--- src/rtl/uart_rx_pkg.sv ---
// Shared configuration for the UART receiver: FSM state type, default
// divisor and FIFO depth, plus the parity-check helper used by the decoder.
package uart_rx_pkg;

  // Receiver frame-decoding states.
  typedef enum logic [2:0] {
    ST_IDLE   = 3'd0,
    ST_START  = 3'd1,
    ST_DATA   = 3'd2,
    ST_PARITY = 3'd3,
    ST_STOP   = 3'd4
  } state_e;

  // Default divisor: clocks per bit minus 1 (115200 baud at 25 MHz).
  localparam int CLKS_PER_BIT = 216;

  // Default FIFO depth exponent (2**FIFO_LOG entries).
  localparam int FIFO_LOG_DEF = 4;

  // Default divisor width.
  localparam int DIV_W_DEF = 16;

  // Parity error: data bits XOR received parity bit must equal the odd flag.
  // Narrower data words are zero-extended, which leaves the XOR unchanged.
  function automatic logic parity_err(input logic [7:0] data,
                                      input logic       sample,
                                      input logic       odd);
    return (((^data) ^ sample) != odd);
  endfunction

endpackage

--- src/rtl/uart_fifo.sv ---
// First-word fall-through FIFO holding received frames {ferr, perr, data}.
// A push that finds the FIFO full with no same-cycle pop is dropped and
// raises the sticky overrun flag; clr clears it unless a drop happens in
// the same cycle.
module uart_fifo #(
  parameter int WIDTH    = 10,
  parameter int FIFO_LOG = 4
) (
  input  logic                i_clock,
  input  logic                i_reset_n,
  input  logic                i_push,
  input  logic [WIDTH-1:0]    i_push_data,
  input  logic                i_pop,
  input  logic                i_clr,
  output logic [WIDTH-1:0]    o_head,
  output logic                o_valid,
  output logic [FIFO_LOG:0]   o_count,
  output logic                o_overrun
);

  localparam int DEPTH = 1 << FIFO_LOG;
  localparam logic [FIFO_LOG:0] C_FULL  = (FIFO_LOG+1)'(DEPTH);
  localparam logic [FIFO_LOG:0] C_EMPTY = (FIFO_LOG+1)'(0);
  localparam logic [FIFO_LOG:0] C_ONE   = (FIFO_LOG+1)'(1);
  localparam logic [FIFO_LOG-1:0] C_PTR_ONE = FIFO_LOG'(1);

  logic [WIDTH-1:0]    r_mem [DEPTH];
  logic [FIFO_LOG-1:0] r_rd_ptr;
  logic [FIFO_LOG-1:0] r_wr_ptr;
  logic [FIFO_LOG:0]   r_count;
  logic                r_overrun;

  logic w_full;
  logic w_empty;
  logic w_do_pop;
  logic w_do_push;
  logic w_drop;

  // Decide which of push/pop actually take effect this cycle.
  always_comb begin
    w_full    = (r_count == C_FULL);
    w_empty   = (r_count == C_EMPTY);
    w_do_pop  = i_pop & ~w_empty;
    w_do_push = i_push & (~w_full | w_do_pop);
    w_drop    = i_push & w_full & ~w_do_pop;
  end

  // Storage array; cleared on reset so the head reads as zero when empty.
  always_ff @(posedge i_clock) begin
    if (!i_reset_n) begin
      for (int i = 0; i < DEPTH; i++) begin
        r_mem[i] <= {WIDTH{1'b0}};
      end
    end else if (w_do_push) begin
      r_mem[r_wr_ptr] <= i_push_data;
    end else begin
      r_mem[r_wr_ptr] <= r_mem[r_wr_ptr];
    end
  end

  // Pointers and occupancy; pointers wrap naturally modulo DEPTH.
  always_ff @(posedge i_clock) begin
    if (!i_reset_n) begin
      r_rd_ptr <= {FIFO_LOG{1'b0}};
      r_wr_ptr <= {FIFO_LOG{1'b0}};
      r_count  <= C_EMPTY;
    end else begin
      if (w_do_push) begin
        r_wr_ptr <= r_wr_ptr + C_PTR_ONE;
      end else begin
        r_wr_ptr <= r_wr_ptr;
      end
      if (w_do_pop) begin
        r_rd_ptr <= r_rd_ptr + C_PTR_ONE;
      end else begin
        r_rd_ptr <= r_rd_ptr;
      end
      case ({w_do_push, w_do_pop})
        2'b10:   r_count <= r_count + C_ONE;
        2'b01:   r_count <= r_count - C_ONE;
        default: r_count <= r_count;
      endcase
    end
  end

  // Sticky overrun: a drop in the same cycle as clr keeps the flag set.
  always_ff @(posedge i_clock) begin
    if (!i_reset_n) begin
      r_overrun <= 1'b0;
    end else if (w_drop) begin
      r_overrun <= 1'b1;
    end else if (i_clr) begin
      r_overrun <= 1'b0;
    end else begin
      r_overrun <= r_overrun;
    end
  end

  assign o_head    = r_mem[r_rd_ptr];
  assign o_valid   = ~w_empty;
  assign o_count   = r_count;
  assign o_overrun = r_overrun;

endmodule

--- src/rtl/uart_rx.sv ---
// UART receiver: 2-flop synchroniser, start/data/parity/stop decoder with
// per-frame latched configuration, and a FWFT FIFO of received frames.
module uart_rx
  import uart_rx_pkg::*;
#(
  parameter int DATA_W   = 8,
  parameter int FIFO_LOG = FIFO_LOG_DEF,
  parameter int DIV_W    = DIV_W_DEF
) (
  input  logic                reset,
  input  logic                clock,
  input  logic                rx,
  input  logic [DIV_W-1:0]    div,
  input  logic                parity_en,
  input  logic                parity_odd,
  input  logic                stop2,
  input  logic                rd_en,
  input  logic                clr,
  output logic [DATA_W-1:0]   rd_data,
  output logic                rd_perr,
  output logic                rd_ferr,
  output logic                rd_valid,
  output logic [FIFO_LOG:0]   count,
  output logic                overrun
);

  localparam logic [2:0]       C_BIT_LAST = 3'(DATA_W - 1);
  localparam logic [DIV_W-1:0] C_CNT_ONE  = DIV_W'(1);
  localparam logic [DIV_W-1:0] C_CNT_ZERO = DIV_W'(0);

  // Synchroniser and edge detector
  logic r_rx_meta;
  logic r_rx_sync;
  logic r_rx_prev;

  // Decoder state and per-frame configuration
  state_e            r_state;
  logic [DIV_W-1:0]  r_div;
  logic [DIV_W-1:0]  r_cnt;
  logic              r_par_en;
  logic              r_par_odd;
  logic              r_stop2;
  logic [2:0]        r_bit_idx;
  logic              r_stop_idx;
  logic [DATA_W-1:0] r_shift;
  logic              r_perr;
  logic              r_ferr;
  logic              r_wait_high;

  logic                w_fall;
  logic                w_sample;
  logic                w_final_ferr;
  logic                w_push;
  logic [DATA_W+1:0]   w_push_word;
  logic [DATA_W+1:0]   w_head;

  // Bring the asynchronous line into the clock domain; idle level is 1.
  always_ff @(posedge clock) begin
    if (!reset) begin
      r_rx_meta <= 1'b1;
      r_rx_sync <= 1'b1;
      r_rx_prev <= 1'b1;
    end else begin
      r_rx_meta <= rx;
      r_rx_sync <= r_rx_meta;
      r_rx_prev <= r_rx_sync;
    end
  end

  // Falling-edge detect, sample strobe and the frame-complete push.
  always_comb begin
    w_fall = r_rx_prev & ~r_rx_sync;
    case (r_state)
      ST_START:                     w_sample = (r_cnt == (r_div >> 1));
      ST_DATA, ST_PARITY, ST_STOP:  w_sample = (r_cnt == r_div);
      default:                      w_sample = 1'b0;
    endcase
    w_final_ferr = r_ferr | ~r_rx_sync;
    if ((r_state == ST_STOP) && w_sample && (!r_stop2 || r_stop_idx)) begin
      w_push = 1'b1;
    end else begin
      w_push = 1'b0;
    end
    w_push_word = {w_final_ferr, r_perr, r_shift};
  end

  // Frame decoder: walks start, data, optional parity and stop bits.
  always_ff @(posedge clock) begin
    if (!reset) begin
      r_state     <= ST_IDLE;
      r_div       <= C_CNT_ZERO;
      r_cnt       <= C_CNT_ZERO;
      r_par_en    <= 1'b0;
      r_par_odd   <= 1'b0;
      r_stop2     <= 1'b0;
      r_bit_idx   <= 3'd0;
      r_stop_idx  <= 1'b0;
      r_shift     <= {DATA_W{1'b0}};
      r_perr      <= 1'b0;
      r_ferr      <= 1'b0;
      r_wait_high <= 1'b0;
    end else begin
      case (r_state)
        ST_IDLE: begin
          r_cnt <= C_CNT_ZERO;
          // After a framing error the line must return high before a new
          // start is accepted, so a held break cannot re-trigger.
          if (r_rx_sync) begin
            r_wait_high <= 1'b0;
          end else begin
            r_wait_high <= r_wait_high;
          end
          if (w_fall && !r_wait_high) begin
            r_state    <= ST_START;
            r_div      <= div;
            r_par_en   <= parity_en;
            r_par_odd  <= parity_odd;
            r_stop2    <= stop2;
            r_bit_idx  <= 3'd0;
            r_stop_idx <= 1'b0;
            r_perr     <= 1'b0;
            r_ferr     <= 1'b0;
          end else begin
            r_state <= ST_IDLE;
          end
        end

        ST_START: begin
          if (w_sample) begin
            r_cnt <= C_CNT_ZERO;
            // A high mid-start sample is a glitch: abandon quietly.
            if (r_rx_sync) begin
              r_state <= ST_IDLE;
            end else begin
              r_state <= ST_DATA;
            end
          end else begin
            r_cnt <= r_cnt + C_CNT_ONE;
          end
        end

        ST_DATA: begin
          if (w_sample) begin
            r_cnt   <= C_CNT_ZERO;
            r_shift <= {r_rx_sync, r_shift[DATA_W-1:1]};
            if (r_bit_idx == C_BIT_LAST) begin
              r_bit_idx <= 3'd0;
              if (r_par_en) begin
                r_state <= ST_PARITY;
              end else begin
                r_state <= ST_STOP;
              end
            end else begin
              r_bit_idx <= r_bit_idx + 3'd1;
            end
          end else begin
            r_cnt <= r_cnt + C_CNT_ONE;
          end
        end

        ST_PARITY: begin
          if (w_sample) begin
            r_cnt   <= C_CNT_ZERO;
            r_perr  <= parity_err(8'(r_shift), r_rx_sync, r_par_odd);
            r_state <= ST_STOP;
          end else begin
            r_cnt <= r_cnt + C_CNT_ONE;
          end
        end

        ST_STOP: begin
          if (w_sample) begin
            r_cnt <= C_CNT_ZERO;
            if (r_stop2 && !r_stop_idx) begin
              r_ferr     <= w_final_ferr;
              r_stop_idx <= 1'b1;
            end else begin
              r_ferr      <= w_final_ferr;
              r_wait_high <= w_final_ferr;
              r_state     <= ST_IDLE;
            end
          end else begin
            r_cnt <= r_cnt + C_CNT_ONE;
          end
        end

        default: begin
          r_state <= ST_IDLE;
          r_cnt   <= C_CNT_ZERO;
        end
      endcase
    end
  end

  uart_fifo #(
    .WIDTH    (DATA_W + 2),
    .FIFO_LOG (FIFO_LOG)
  ) u_fifo (
    .i_clock     (clock),
    .i_reset_n   (reset),
    .i_push      (w_push),
    .i_push_data (w_push_word),
    .i_pop       (rd_en),
    .i_clr       (clr),
    .o_head      (w_head),
    .o_valid     (rd_valid),
    .o_count     (count),
    .o_overrun   (overrun)
  );

  assign rd_data = w_head[DATA_W-1:0];
  assign rd_perr = w_head[DATA_W];
  assign rd_ferr = w_head[DATA_W+1];

endmodule

--- config.mk ---
export PLATFORM = sky130hd
export DESIGN_NAME = uart_rx
export DESIGN_NICKNAME = d
export VERILOG_FILES = /design/src/rtl/uart_rx_pkg.sv /design/src/rtl/uart_fifo.sv /design/src/rtl/uart_rx.sv
export SDC_FILE = /design/constraint.sdc
export NUM_CORES = 1
export LEC_CHECK = 0
export BUFFER_PORTS_ARGS = -buffer_cell sky130_fd_sc_hd__buf_2
export CAP_MARGIN = 25
export CELL_PAD_IN_SITES_DETAIL_PLACEMENT = 1
export CELL_PAD_IN_SITES_GLOBAL_PLACEMENT = 1
export CORE_UTILIZATION = 51
export DETAILED_ROUTE_END_ITERATION = 8
export GPL_TIMING_DRIVEN = 0
export PLACE_DENSITY_LB_ADDON = 0.15
export SLEW_MARGIN = 10
export SYNTH_ARGS = -nofsm -noshare
export SYNTH_HDL_FRONTEND = slang
export SYNTH_HIERARCHICAL = 1
export SYNTH_SLANG_ARGS = --single-unit
--- constraint.sdc ---
create_clock -name clock -period 9.19 [get_ports clock]
set_input_delay 0.919 -clock clock [delete_from_list [all_inputs] [get_ports clock]]
set_output_delay 0.919 -clock clock [all_outputs]
set_load 0.05 [all_outputs]
==> qor.csv <==
stage,metric,value,unit
routing,Final ANT Viol Nets,0,
timing,Setup TNS Final,0,ns
timing,Final Hold Vio Count,0,
synthesis,post-synth cell types,57,
clock_tree,Post-CTS Resized,0,
layout,Nets,1061,
synthesis,sequential fraction of the synthesis area,57.1,%
grt,vias in the first global route,8152,
power_and_ir_drop,power share of the combinational group,3.8,%
routing,TritonRoute pass-1 iters,5,
critical_path,crit end category,register,
synthesis,Ys Warns,6,
place,routability cong.,0.784,
synthesis,top-area cell type share of the netlist area,43.7,%
power_and_ir_drop,share of power burned in registers,50.4,%
routing,DR iter-0 viols,495,
floorplan,Core ar.,21100,µm²
grt,Congestion Overflow GR,0,
place,HPWL after DPL,21.5,mm
critical_path,Critical Path Fanout Max,10,
clock_tree,Num CTS Buffers,25,
synthesis,mapped cell area,11000,µm²
critical_path,Crit-path slowest cell,or4b_2,
synthesis,post-synthesis net count,978,
power_and_ir_drop,Int Pwr,1.85,mW
layout,layout cells sized above 1,17.4,%
timing,unrepaired setup endpoints after global routing,no,
place,Post-Place Cell Area,11700,µm²
critical_path,crit path launch type,register,
clock_tree,CTS tree,built,
worst_hold_path,Min-Delay Path Class,reg -> reg,
critical_path,Worst EP required,9.62,ns
timing,max_slew headroom,41.2,%
synthesis,syn avg cell area,11.7,µm²
floorplan,FP Rows,53,
routing,vias per cell,5.82,
layout,antenna cells,0,
clock_tree,CTS Hold Bufs,0,
critical_path,Setup Crit Path Kind,reg -> reg,
layout,Area Overhead vs Synth,14.0,%
place,Port Buffers,40,
clock_tree,htree depth,1,
clock_tree,clk buf depth,3,
run_status,outcome,"complete, no violations",
power_and_ir_drop,Lkg Pwr,4.17,nW
power_and_ir_drop,peak supply drop,0.136,mV
power_and_ir_drop,power share of the clock group,45.8,%
timing,setup violators final,0,
floorplan,IO Pins,41,
timing,max frequency,178,MHz
layout,Fillers,2187,
grt,GRT Overall Usage,27.9,%
synthesis,"Top FF cell, synth",edfxtp_1,
critical_path,CP peak stage delay,0.61,ns
flow_run,MaxCap Viol Count,0,
power_and_ir_drop,Sw Ratio,20.7,%
timing,post-route clock skew,0.0127,ns
timing,final period utilization,61.2,%
clock_tree,worst skew pair latency,0.52,ns
grt,largest net degree at the start of global routing,15,
power_and_ir_drop,Tot Pwr,2.33,mW
routing,Residual DRC,0,
floorplan,Die Wd,149,µm
synthesis,"EDFF count, synth",160,
grt,initial antenna violation count,0,
clock_tree,Clock Sinks,234,
routing,via count,7677,
layout,Final Cell Area,12500,µm²
timing,Worst-Margin Slew,0.879,ns
timing,min cycle time layout,5.62,ns
floorplan,die area,22200,µm²
critical_path,crit-path cells,buf_6 -> nor2b_1 -> buf_2 -> nor2_2 -> mux2i_1 -> xor2_1 -> or3b_2 -> nor4b_4 -> nand2_1 -> nor2_1 -> clkbuf_1 -> o21ai_1 -> ha_1 -> clkbuf_1 -> xor2_1 -> ha_1 -> or4b_2 -> nand4_1 -> nand4b_1 -> o211ai_1,
critical_path,CP arrival,6.06,ns
synthesis,ys async rst share,0,%
grt,first-pass GRT wire length,46.4,mm
synthesis,Synth Instances,942,
clock_tree,Post-CTS Setup Repair Bufs,0,
power_and_ir_drop,PwrDens,186,nW/µm²
routing,DR WL/cell,22.6,µm
clock_tree,CTS root buf,clkbuf_16,
routing,detailed-route wire length,29.8,mm
power_and_ir_drop,net switching power,483,µW
timing,final slew viol count,0,
floorplan,Initial Util,52.2,%
floorplan,Die H,149,µm
synthesis,Seq cells post-synth,234,
synthesis,cells taking the most area after synthesis,"edfxtp_1, dfxtp_1, mux4_2",
clock_tree,clock-pin slew on the worst setup and hold paths,0.06,ns
synthesis,Synth area leader,edfxtp_1,
==> state kept, by name (all words and copies together), names as in the netlist, 3 cells and up, named ones only <==
name and count:
r_bit_idx 3, r_cnt 16, r_div 16, r_shift 8, r_state 3, u_fifo/o_count 5, u_fifo/r_mem 160, u_fifo/r_rd_ptr 4
u_fifo/r_wr_ptr 4
==> cells by family after synthesis <==
logic type,after synthesis,share of synthesized area [%]
compound gates,103,5.93
xor+xnor,42,3.34
fa+ha+maj,12,1.36
buf+inv,83,3.98
flops,234,57.1
mux,68,10.7
simple gates,400,17.5
==> per-stage QoR <==
step                hold slack [ns]  utilization [%]  worst slack (ns)  std cells
finish                        0.418             59.5              3.57       1318
global route                  0.442             59.5              3.11       1318
CTS                           0.423             59.5              3.51       1318
detailed placement            0.404             55.3              3.62       1273
global placement              0.398             54.8              3.59       1257
floorplan                     0.386                -              4.47        942
==> placed cells by master, fill, tap and decap left out, drive strengths merged, types with 7 or more instances in the layout <==
cell type | synthesis | final
a21boi | 7 | 7
a21oi | 25 | 25
a22oi | 21 | 21
and2 | 7 | 7
buf | 31 | 87
clkbuf | 45 | 79
dfxtp | 74 | 74
edfxtp | 160 | 160
ha | 12 | 12
inv | 7 | 8
mux2i | 28 | 28
mux4 | 40 | 40
nand2 | 75 | 75
nand2b | 9 | 9
nand3 | 53 | 53
nand4 | 9 | 9
nor2 | 192 | 192
nor2b | 12 | 12
o211ai | 12 | 12
o21ai | 25 | 25
xnor2 | 23 | 23
xor2 | 19 | 19
==> power groups by stage <==
| stage | Sequential, mW | Clock [mW] | Combinational [mW] |
|---|---|---|---|
| after floorplan | 1.19 | 0 | 0.0557 |
| after global placement | 1.19 | 0 | 0.0810 |
| after detailed placement | 1.20 | 0 | 0.0888 |
| after CTS | 1.17 | 1.09 | 0.0896 |
| after global routing | 1.18 | 1.12 | 0.0956 |
| final | 1.17 | 1.07 | 0.0889 |
==> worst paths after layout <==
| check | to | cells past startpoint | slack (ns) | startpoint |
|---|---|---|---|---|
| min reg2reg | r_rx_sync$_SDFF_PN1_ | 1 | 0.42 | r_rx_meta$_SDFF_PN1_ |
| max | u_fifo/o_count[4]$_SDFFE_PN0P_ | 20 | 3.57 | r_state[1]$_SDFFE_PN0P_ |
| min | r_rx_sync$_SDFF_PN1_ | 1 | 0.42 | r_rx_meta$_SDFF_PN1_ |
| max reg2reg | u_fifo/o_count[4]$_SDFFE_PN0P_ | 20 | 3.57 | r_state[1]$_SDFFE_PN0P_ |
==> layer usage <==
layer  share of wire (%)  global-route usage, %
met2                  52                   49.3
met5                   0                      0
met4                 3.4                   10.6
met3                 5.6                   4.04
met1                  39                   34.4
==> worst max-delay path, delay by kind of cell, from the launching register on <==
kind	cells	cell delay [ns]
xor+xnor	2	0.44
mux	1	0.30
simple gates	9	2.56
buf+inv	4	0.91
compound gates	2	0.44
flops	1	0.31
fa+ha+maj	2	0.55
==> cells in the mapped netlist, drive strengths merged (2+ instances only) <==
cell type,instances
nor2,192
edfxtp,160
nand2,75
dfxtp,74
nand3,53
clkbuf,45
mux4,40
buf,31
mux2i,28
a21oi,25
o21ai,25
xnor2,23
a22oi,21
xor2,19
ha,12
nor2b,12
o211ai,12
nand2b,9
nand4,9
a21boi,7
and2,7
inv,7
nor3,6
or3,6
and3,5
nand4bb,4
a31oi,3
and3b,3
nand4b,3
nor4b,3
o21a,3
or3b,3
a2111oi,2
nand3b,2
or2,2
or4,2
==> area by class of cell <==
class | count | area, µm² | area share, %
clock inverter | 11 | 166 | 1.33
timing repair buffer | 56 | 320 | 2.55
multi-input combinational | 625 | 4280 | 34.1
sequential | 234 | 6290 | 50.1
buffer | 76 | 412 | 3.28
inverter | 7 | 26.3 | 0.209
tap | 275 | 344 | 2.74
clock buffer | 34 | 711 | 5.66
(Power assumes the default switching activity.)
